File: src/rtl/ai_led_stat_mon.sv
// rtl/ai_led_stat_mon.sv - front-panel LED status decoder with addressed code readback
//
// Watches 2*NUM_LED LED drive lines and classifies every line as OFF, ON,
// BLINK or UNSTABLE over a 2^WIN_BIT cycle window.
// LED k owns drive bits [2k+1:2k]. Its readback nibble is {code(bit 2k+1), code(bit 2k)}.
// Codes: 2'b00 OFF, 2'b01 ON, 2'b10 BLINK, 2'b11 UNSTABLE.
//
// Optional build macro: AI_LED_CHG_IRQ_EN.
//   When defined, a sticky per-LED change flag and a change interrupt are built.
//   When undefined, chg_irq is tied low.
//
// Ports:
//   clk_sys    in   system clock
//   rst_sys_n  in   asynchronous active-low reset
//   led_in     in   LED drive lines, 2*NUM_LED bits
//   win_done   out  one-cycle pulse when freshly latched codes become visible
//   rd_en      in   single-cycle read strobe
//   rd_addr    in   LED index to read
//   rd_vld     out  read data valid, one cycle after rd_en
//   rd_data    out  {code bit1, code bit0}; 0 for rd_addr >= NUM_LED
//   chg_irq    out  OR of sticky change flags, registered
module ai_led_stat_mon #(
  parameter int NUM_LED   = 15,
  parameter int WIN_BIT   = 27,
  parameter int BLINK_MIN = 1,
  parameter int BLINK_MAX = 12
) (
  input  logic                 clk_sys,
  input  logic                 rst_sys_n,
  input  logic [2*NUM_LED-1:0] led_in,
  output logic                 win_done,
  input  logic                 rd_en,
  input  logic [3:0]           rd_addr,
  output logic                 rd_vld,
  output logic [3:0]           rd_data,
  output logic                 chg_irq
);

  localparam int NB = 2 * NUM_LED;
  localparam logic [3:0] BMIN = 4'(BLINK_MIN);
  localparam logic [3:0] BMAX = 4'(BLINK_MAX);

  logic [NB-1:0]      led_q;
  logic               started;   // low only on the first cycle after reset
  logic [WIN_BIT-1:0] win_cnt;
  logic [3:0]         tcnt     [NB];
  logic [3:0]         tcnt_nxt [NB];
  logic [NB-1:0]      tgl;
  logic [2*NB-1:0]    codes;
  logic [2*NB-1:0]    codes_nxt;
  logic               win_end;
  logic [3:0]         rd_mux;

  function automatic logic [1:0] classify(input logic [3:0] cnt, input logic lvl);
    if (cnt > BMAX)       return 2'b11;
    else if (cnt >= BMIN) return 2'b10;
    else                  return {1'b0, lvl};
  endfunction

  assign win_end = &win_cnt;
  // led_q is loaded straight from led_in on the first cycle, so there is no
  // meaningful previous sample to compare against yet.
  assign tgl = started ? (led_in ^ led_q) : '0;

  // Counter value including this cycle's toggle, and the code it would latch.
  always_comb begin
    codes_nxt = '0;
    for (int j = 0; j < NB; j++) begin
      tcnt_nxt[j] = (tgl[j] && (tcnt[j] != 4'hF)) ? tcnt[j] + 4'd1 : tcnt[j];
      codes_nxt[2*j +: 2] = classify(tcnt_nxt[j], led_q[j]);
    end
  end

  always_comb begin
    rd_mux = 4'h0;
    for (int k = 0; k < NUM_LED; k++) begin
      if (rd_addr == 4'(k)) rd_mux = codes[4*k +: 4];
    end
  end

  always_ff @(posedge clk_sys or negedge rst_sys_n) begin
    if (!rst_sys_n) begin
      led_q    <= '0;
      started  <= 1'b0;
      win_cnt  <= '0;
      codes    <= '0;
      win_done <= 1'b0;
      rd_vld   <= 1'b0;
      rd_data  <= 4'h0;
      for (int j = 0; j < NB; j++) tcnt[j] <= 4'h0;
    end else begin
      led_q    <= led_in;
      started  <= 1'b1;
      win_cnt  <= win_cnt + WIN_BIT'(1);
      win_done <= win_end;
      // The closing window keeps a window-end toggle; the next one starts at 0.
      for (int j = 0; j < NB; j++) tcnt[j] <= win_end ? 4'h0 : tcnt_nxt[j];
      if (win_end) codes <= codes_nxt;
      // Reads use the codes before any latch on the same edge.
      rd_vld  <= rd_en;
      rd_data <= rd_en ? rd_mux : 4'h0;
    end
  end

`ifdef AI_LED_CHG_IRQ_EN
  logic [NUM_LED-1:0] chg_flag;
  logic [NUM_LED-1:0] chg_set;
  logic [NUM_LED-1:0] chg_clr;

  always_comb begin
    for (int k = 0; k < NUM_LED; k++) begin
      chg_set[k] = win_end && (codes_nxt[4*k +: 4] != codes[4*k +: 4]);
      chg_clr[k] = rd_en && (rd_addr == 4'(k));
    end
  end

  always_ff @(posedge clk_sys or negedge rst_sys_n) begin
    if (!rst_sys_n) begin
      chg_flag <= '0;
      chg_irq  <= 1'b0;
    end else begin
      // A new change on the clearing edge must not be lost.
      chg_flag <= (chg_flag & ~chg_clr) | chg_set;
      chg_irq  <= |chg_flag;
    end
  end
`else
  assign chg_irq = 1'b0;
`endif

endmodule

File: config.mk
export PLATFORM = sky130hd
export DESIGN_NAME = ai_led_stat_mon
export DESIGN_NICKNAME = d
export VERILOG_FILES = /design/src/rtl/ai_led_stat_mon.sv
export SDC_FILE = /design/constraint.sdc
export NUM_CORES = 1
export LEC_CHECK = 0
export BUFFER_PORTS_ARGS = -buffer_cell sky130_fd_sc_hd__buf_4
export CORE_MARGIN = 4
export CORE_UTILIZATION = 55
export DETAILED_ROUTE_END_ITERATION = 8
export PLACE_DENSITY = 0.76
export SYNTH_ARGS = -nofsm -noshare
export SYNTH_HDL_FRONTEND = slang
export SYNTH_SLANG_ARGS = --single-unit
File: constraint.sdc
create_clock -name clk_sys -period 1.6 [get_ports clk_sys]
set_input_delay 0.32 -clock clk_sys [delete_from_list [all_inputs] [get_ports clk_sys]]
set_output_delay 0.32 -clock clk_sys [all_outputs]
set_load 0.03 [all_outputs]
# Yosys cells after proc, flatten, opt, wreduce, memory -nomap -nowiden
# Cells that the tools add are included.
word_totals:
  reg_bits: 244
  elab_cells: 342
classes:
  add_sub_neg: 31
  order_cmp: 60
  eq_ne: 44
  n_mux: 137
  n_bitwise: 1
  reduce_logical: 32
ops:
  columns: ["cell", "n"]
  rows:
  - ["2-to-1 mux 4 bit", 76]
  - ["adder 4 x 1 -> 4 bit (second input constant)", 30]
  - [">= comparator 4 x 1 -> 1 bit (second input constant)", 30]
  - ["> comparator 4 bit (second input constant)", 30]
  - ["2-to-1 mux 2 bit", 60]
  - ["inequality test 4 bit (second input constant)", 30]
  - ["logical AND 1 bit", 30]
  - ["2-to-1 mux 30 bit", 1]
  - ["XOR 30 bit", 1]
  - ["== test 4 bit (second input constant)", 7]
  - ["adder 27 x 1 -> 27 bit (second input constant)", 1]
  - ["AND reduction 27 bit", 1]
  - ["== test 4 x 3 -> 1 bit (second input constant)", 4]
  - ["== test 4 x 2 -> 1 bit (second input constant)", 2]
  - ["== test 4 x 1 -> 1 bit (second input constant)", 1]
  - ["logical NOT 4 bit", 1]

# Longest topological paths before layout
# Gate-level depths: netlist of the first run.
logic_depth:
  ltp_word: 17
  mapped_depth: 8
  ltp_nobuf: 6

# Worst setup path before layout of the first run
# OpenSTA, ideal clock, no wires.
synth_path:
  path_kind: "reg-to-reg"
  startpoint: "register win_cnt[13]"
  endpoint: "register codes[11]"
  arrival_time_ps: 1598
  slack_ps: -117
  stages_incl_launch_ff: 8
  path_cell_list: "dfrtp_1 -> and4_1 -> and3_1 -> and4_1 -> buf_2 -> buf_6 -> buf_2 -> o21a_1"
synth_via:
  elab_chain_cells: 1
synth_lines:
  columns: ["element", "line", "text"]
  rows:
  - ["start: declaration", "45", "logic [WIN_BIT-1:0] win_cnt;"]
  - ["start signal: assignment", "94", "win_cnt <= win_cnt + WIN_BIT'(1);"]
  - ["AND reduction 27 bit", "60", "assign win_end = &win_cnt;"]
  - ["end signal: assignment", "98", "if (win_end) codes <= codes_nxt;"]
  - ["end: declaration", "49", "logic [2*NB-1:0] codes;"]
# Every way passes these cells.
# A chain may end at the register's enable or synchronous reset.

# Worst setup path in the final report of the first run
layout_path:
  startpoint: "register win_cnt[6]"
  endpoint: "register codes[47]"
# Same word-level chain as after synthesis.

==> results of run 1 <==
==> where the power goes <==
part	internal (W)	switching (W)	total, W
registers	0.00780	0.00161	0.00941
logic	0.00656	0.00655	0.0131
clock network	0.00325	0.00255	0.00580
==> final cells by class <==
| type | instances | area [um2] |
|---|---|---|
| flip-flops and latches | 244 | 6110 |
| clock buffers | 39 | 751 |
| repair buffers | 365 | 3490 |
| well taps | 285 | 357 |
| multi-input cells | 926 | 7300 |
| clock inverters | 10 | 56.3 |
| inverters | 3 | 11.3 |
| fillers | 1144 | 4570 |
==> worst max-delay path by stage <==
stage / slack (ps) / cells after the start / to / startpoint
final: -300 / 8 / codes[47] / win_cnt[6]
after global routing: -360 / 8 / codes[24] / win_cnt[12]
after CTS: -160 / 6 / codes[46] / started
after detailed placement: -200 / 6 / codes[28] / led_in[14]
after global placement: -150 / 6 / tcnt[102] / win_cnt[9]
after floorplan: -10 / 8 / codes[44] / win_cnt[0]
==> routing by layer <==
layer	global-route usage	vias up	routed length [um]
met4	0.0963	2	2500
met5	0	-	13
li1	-	5048	-
met1	0.325	5762	15000
met3	0.0307	207	2480
met2	0.472	562	20300
==> cells in the final DEF (no fill, tap or decap), types with 5 or more instances in the layout <==
cell type / instances
buf_4: 267
dfrtp_1: 243
nor2_1: 138
nand3_1: 91
nand4_1: 68
mux2i_1: 56
nand2b_1: 54
xor2_1: 53
nor2b_1: 38
nand3_2: 34
clkbuf_16: 32
dlygate4sd3_1: 32
mux2i_2: 31
and3_1: 31
a31oi_1: 29
nor2_2: 28
ha_2: 28
mux2_4: 27
o21a_1: 27
or3_1: 24
buf_6: 24
nor2_4: 22
xnor2_1: 21
buf_12: 21
xor2_2: 16
nand2_1: 11
clkbuf_1: 9
buf_16: 9
clkinv_2: 8
nand3_4: 7
mux4_2: 7
o21ai_0: 7
a21oi_1: 7
buf_8: 7
and4_4: 5
nor3_2: 5
mux2_2: 5
==> logic make-up after synthesis <==
logic type | Yosys count
muxes | 129
DFF | 244
adders and majority gates | 31
buffers and inverters | 51
xor gates and xnor gates | 91
and+or+nand+nor | 583
other | 2
AOI/OAI and AO/OA | 89
==> state kept, by name, summed over array words and instances, names as in the netlist <==
signal / flops
codes: 60
led_q: 30
rd_data: 4
rd_vld: 1
started: 1
tcnt: 120
win_cnt: 27
win_done: 1
==> repair_timing <==
action	in CTS	in global routing
hold buffers	32	0
pin swaps	23	36
setup buffers	21	20
setup endpoints to repair	159	189
gates resized for setup	87	143
cloned	12	6
hold endpoints to repair	74	0
==> per-stage QoR <==
step / setup TNS (ps) / hold slack, ps / worst slack (ps) / util / total power (W)
after global routing: -36660 / 74.7 / -357 / 0.798 / 0.0298
after detailed placement: -17050 / 240 / -203 / 0.676 / 0.0198
after global placement: -10630 / 241 / -153 / 0.676 / 0.0192
final: -28040 / 74.3 / -304 / 0.798 / 0.0283
after floorplan: -787 / 24.4 / -15.0 / - / 0.0156
after CTS: -11440 / 50.4 / -161 / 0.764 / 0.0263
==> worst max-delay path, stage by stage (launching register included) <==
cell,delay [ps]
dfrtp_1,380
and4_4,250
and4_4,210
buf_4,110
buf_6,90
and4_4,310
buf_6,170
nand4_1,120
o21a_1,150
==> results.py, run 1 <==
metrics = {
    "yosys": {
        "synth_mux_area_frac": 0.112,
        "synth_enable_flop_cells": 0,
        "netlist_area_mm2": 0.0126,
        "synth.most_common_cell": "dfrtp_1",
        "synth-seq-area-share": 0.483,
        "synth_fa_ha_area_frac": 0.0307,
        "yosys.cell_types.count": 48,
        "yosys.area_share.xor_xnor": 0.0630,
        "synthSimpleGateAreaFrac": 0.239,
        "avgSynthCellArea_um2": 10.4,
        "syn_nets": 1288,
        "synth_top_family_by_area": "simple AND/OR/NAND/NOR gates",
        "async_flop_share": 1.00,
        "yosys_register_bits": 244,
        "synthTopCellsByCount": "244 x dfrtp_1, 188 x nor2_1, 132 x nand3_1",
        "yosys.area.top_type": "dfrtp_1",
        "synthFlopType": "dfrtp_1",
        "synth_top_cell_area_share": 0.483,
        "syn_inst": 1220,
        "synth_area_leaders": "dfrtp_1 48%, mux2i_1 7.1%, nor2_1 5.6%, nand3_1 5.2%, xor2_1 4.8%",
        "yosysWarnings": 0,
        "synth-compound-area-share": 0.0481,
    },
    "sta": {
        "layout_setup_ws_ps": -304,
        "setup_violations": 183,
        "drv_slew": 0,
        "fin_skew_ps": 20.5,
        "worst_pin_slew_ps": 481,
        "fmax_mhz": 525,
        "finalCritPeriodShare": 1.19,
        "rsz0062_at_grt": "yes",
        "slew_headroom": 0.670,
        "finalHoldViolations": 0,
        "finalCriticalPeriod_ps": 1900,
    },
    "detailed_routing": {
        "drt_first_pass_iters": 5,
        "ant_nets": 0,
        "wl_um": 40400,
        "drc": 0,
        "post_drt_wl_per_cell_um": 21.6,
        "vias": 11600,
        "drt-initial-drc-count": 1025,
        "viasPerCell": 6.19,
    },
    "final_layout": {
        "nNetsFinal": 1635,
        "fin_area_mm2": 0.0181,
        "diodes": 0,
        "area_growth_pct": 42.9,
        "stdcell_count": 1872,
        "drive_above_1_share": 0.386,
    },
    "place": {
        "io_buffers": 42,
        "place_area_mm2": 0.0153,
        "placed_cells": 1736,
        "dp_hpwl_um": 20300,
        "gp_routability_congestion": 0.825,
    },
    "die": {
        "core_mm2": 0.0226,
        "row_count": 55,
        "dieHeight_um": 160,
        "die-width_um": 160,
        "initial_utilization": 0.558,
        "io_pins": 44,
        "die-area_mm2": 0.0255,
    },
    "grt": {
        "track_usage": 0.262,
        "grt_max_degree": 42,
        "grt_pass1_vias": 11400,
        "gr-total-overflow": 0,
        "grt_pass1_wl_um": 56100,
        "antenna_found_initial": 1,
    },
    "power_and_ir_drop": {
        "peakVddDrop_mv": 1.23,
        "p_leak_nw": 8.14,
        "power_density_mw_per_mm2": 1570,
    },
    "critical_path": {
        "critPathLaunchType": "flop",
        "cp-end-kind": "flop",
        "rr_endpoint": "codes[47]",
        "crit_fanout": 8,
        "arrival_ps": 2330,
        "reg2regPathDepth": 8,
        "crit_required_ps": 2020,
        "reg2reg_slack_ps": -300,
        "critPathKind": "flop to flop",
        "r2r_start": "win_cnt[6]",
    },
    "min_path": {
        "min_path_cells": 2,
        "holdPathEnd": "rd_data[2]",
        "worstHoldStart": "rd_addr[3]",
        "hp-class": "input port to flop",
    },
    "run_status": {
        "run_status": "finished, violations left",
        "violations": "setup timing",
    },
    "clocking": {
        "cts_root_buf": "clkbuf_16",
        "clkSinkCount": 244,
        "cts_tree": "yes",
        "clk_latency_ps": 550,
        "clockBufferDepth": 3,
        "clk_pin_slew_worst_paths_ps": 60,
        "htreeDepth": 1,
        "cts_buffers": 27,
    },
    "run": {
        "drv_cap": 0,
    },
}
(Power assumes the default switching activity.)
==> run 2, diff against run 1 <==
--- a/config.mk
+++ b/config.mk
@@ -6,10 +6,12 @@
 export NUM_CORES = 1
 export LEC_CHECK = 0
 export BUFFER_PORTS_ARGS = -buffer_cell sky130_fd_sc_hd__buf_4
+export CELL_PAD_IN_SITES_DETAIL_PLACEMENT = 1
+export CELL_PAD_IN_SITES_GLOBAL_PLACEMENT = 1
 export CORE_MARGIN = 4
-export CORE_UTILIZATION = 55
+export CORE_UTILIZATION = 45
 export DETAILED_ROUTE_END_ITERATION = 8
-export PLACE_DENSITY = 0.76
+export PLACE_DENSITY = 0.77
 export SYNTH_ARGS = -nofsm -noshare
 export SYNTH_HDL_FRONTEND = slang
 export SYNTH_SLANG_ARGS = --single-unit
==> results.py, run 2 (synthesized netlist as in run 1, its figures left out) <==
metrics = {
    "sta": {
        "slew_headroom": 0.665,
        "worst_pin_slew_ps": 497,
        "timing.hold.ws_ps": 99.7,
        "fmax_mhz": 492,
        "fin_skew_ps": 27.0,
        "drv_slew": 0,
        "setup_tns_ps": -53570,
        "finalCriticalPeriod_ps": 2030,
        "finalCritPeriodShare": 1.27,
        "setup_violations": 196,
        "finalHoldViolations": 0,
        "rsz0062_at_grt": "yes",
        "layout_setup_ws_ps": -433,
    },
    "clocking": {
        "clockBufferDepth": 3,
        "clk_pin_slew_worst_paths_ps": 70,
        "cts_buffers": 28,
        "htreeDepth": 1,
        "clk_latency_ps": 580,
        "cts_tree": "yes",
        "clkSinkCount": 244,
        "cts_root_buf": "clkbuf_16",
    },
    "detailed_routing": {
        "vias": 12800,
        "drt-initial-drc-count": 1252,
        "viasPerCell": 6.45,
        "drc": 0,
        "post_drt_wl_per_cell_um": 30.5,
        "drt_first_pass_iters": 8,
        "ant_nets": 0,
        "wl_um": 60500,
    },
    "run": {
        "drv_cap": 0,
    },
    "power_and_ir_drop": {
        "p_leak_nw": 8.28,
        "power_density_mw_per_mm2": 1680,
        "peakVddDrop_mv": 1.10,
    },
    "critical_path": {
        "critPathKind": "flop to flop",
        "crit_fanout": 12,
        "slowest_stage": "dfrtp_1",
        "cp-end-kind": "flop",
        "reg2reg_slack_ps": -430,
        "rr_endpoint": "codes[23]",
        "r2r_start": "win_cnt[7]",
        "critPathLaunchType": "flop",
        "max_stage_delay_ps": 400,
        "crit_chain": "and4_1, and4_4, and4_4, buf_12, buf_12, nand4_1, o21a_1",
        "reg2regPathDepth": 7,
        "arrival_ps": 2480,
        "crit_required_ps": 2040,
    },
    "grt": {
        "grt_max_degree": 53,
        "grt_pass1_vias": 13200,
        "gr-total-overflow": 0,
        "grt_pass1_wl_um": 74900,
        "track_usage": 0.302,
        "antenna_found_initial": 0,
    },
    "final_layout": {
        "layout_common_cells": "285 x buf_4, 243 x dfrtp_1, 174 x nor2_1",
        "nNetsFinal": 1651,
        "diodes": 0,
        "layout_commonest_cell": "buf_4",
        "reg_top3": "tcnt (120), codes (60), led_q (30)",
        "drive_above_1_share": 0.387,
        "regMostFlops": "tcnt",
        "area_growth_pct": 46.9,
        "largest_register_ffs": 120,
    },
    "die": {
        "row_count": 61,
        "core_mm2": 0.0278,
        "dieHeight_um": 176,
        "die-width_um": 176,
        "die-area_mm2": 0.0308,
        "initial_utilization": 0.455,
        "io_pins": 44,
    },
    "run_status": {
        "run_status": "finished, violations left",
        "violations": "setup timing",
    },
    "min_path": {
        "min_path_cells": 2,
        "hp-class": "input port to flop",
        "worstHoldStart": "rd_addr[3]",
        "holdPathEnd": "rd_data[2]",
    },
    "place": {
        "dp_hpwl_um": 24900,
        "gp_routability_congestion": 0.822,
        "io_buffers": 42,
    },
}
-- run 2: cell types whose count changed in the layout (fill, tap and decap cells not counted), moves of 4 or more --
| cell | change |
|---|---|
| a31oi_1 | -5 |
| mux2i_1 | -11 |
| nor2_1 | +36 |
| nor2_4 | -16 |
| buf_4 | +18 |
| mux2i_4 | +11 |
| clkbuf_16 | +4 |
| xor2_1 | -4 |
| nor2_2 | -20 |
-- run 2: worst max path at each step --
| stage | startpoint | endpoint |
|---|---|---|
| floorplan | win_cnt[0] | codes[44] |
| global placement | rd_addr[0] | rd_data[0] |
| detailed placement | win_cnt[9] | codes[36] |
| CTS | win_cnt[4] | codes[36] |
| global route | started | codes[46] |
| finish | win_cnt[7] | codes[23] |
-- run 2: layer usage --
metal,up-vias,part of all wire,wire (um),track usage
met2,783,0.50,30100,0.556
met3,357,0.065,3960,0.0422
met5,-,0,0,0
met1,6556,0.36,21600,0.354
met4,0,0.080,4820,0.125
li1,5078,-,-,-
-- run 2: final cells by class --
cell class	count	area, um2
Inverter	3	11.3
Tap cell	378	473
Fill cell	2826	9210
Sequential cell	244	6110
Clock buffer	44	842
Clock inverter	7	60.1
Multi-Input combinational cell	925	7410
Timing Repair Buffer	381	3670
-- run 2: what timing repair did --
action / 4_1_cts / 5_1_grt
resized for setup: 75 / 135
hold buffers: 32 / 0
setup endpoints to repair: 184 / 198
buffers inserted: 16 / 29
hold endpoints to repair: 221 / 0
pin swaps: 8 / 22
cloned: 11 / 9
-- run 2: through the flow --
step / setup WS (ps) / total power, W / std cells / util / instance area (um2)
after floorplan: -15.0 / 0.0156 / 1220 / - / 13000
after global placement: -151 / 0.0194 / 1840 / 0.559 / 15500
after detailed placement: -220 / 0.0205 / 1840 / 0.559 / 15500
after CTS: -200 / 0.0276 / 1950 / 0.630 / 17500
after global routing: -462 / 0.0324 / 1982 / 0.669 / 18600
final: -433 / 0.0312 / 1982 / 0.669 / 18600
-- run 2: power by group --
group          internal (W)  total (W)  leakage (nW)  switching [W]
Combinational       0.00683     0.0147          4.97        0.00784
Sequential          0.00780    0.00983          2.86        0.00203
Clock               0.00376    0.00674         0.449        0.00298
-- run 2: worst max-delay path, delay by kind of cell, from the launching register on --
kind	cells	cell delay [ps]
and+or+nand+nor	4	1000
buffers and inverters	2	310
DFF	1	400
AOI/OAI and AO/OA	1	190
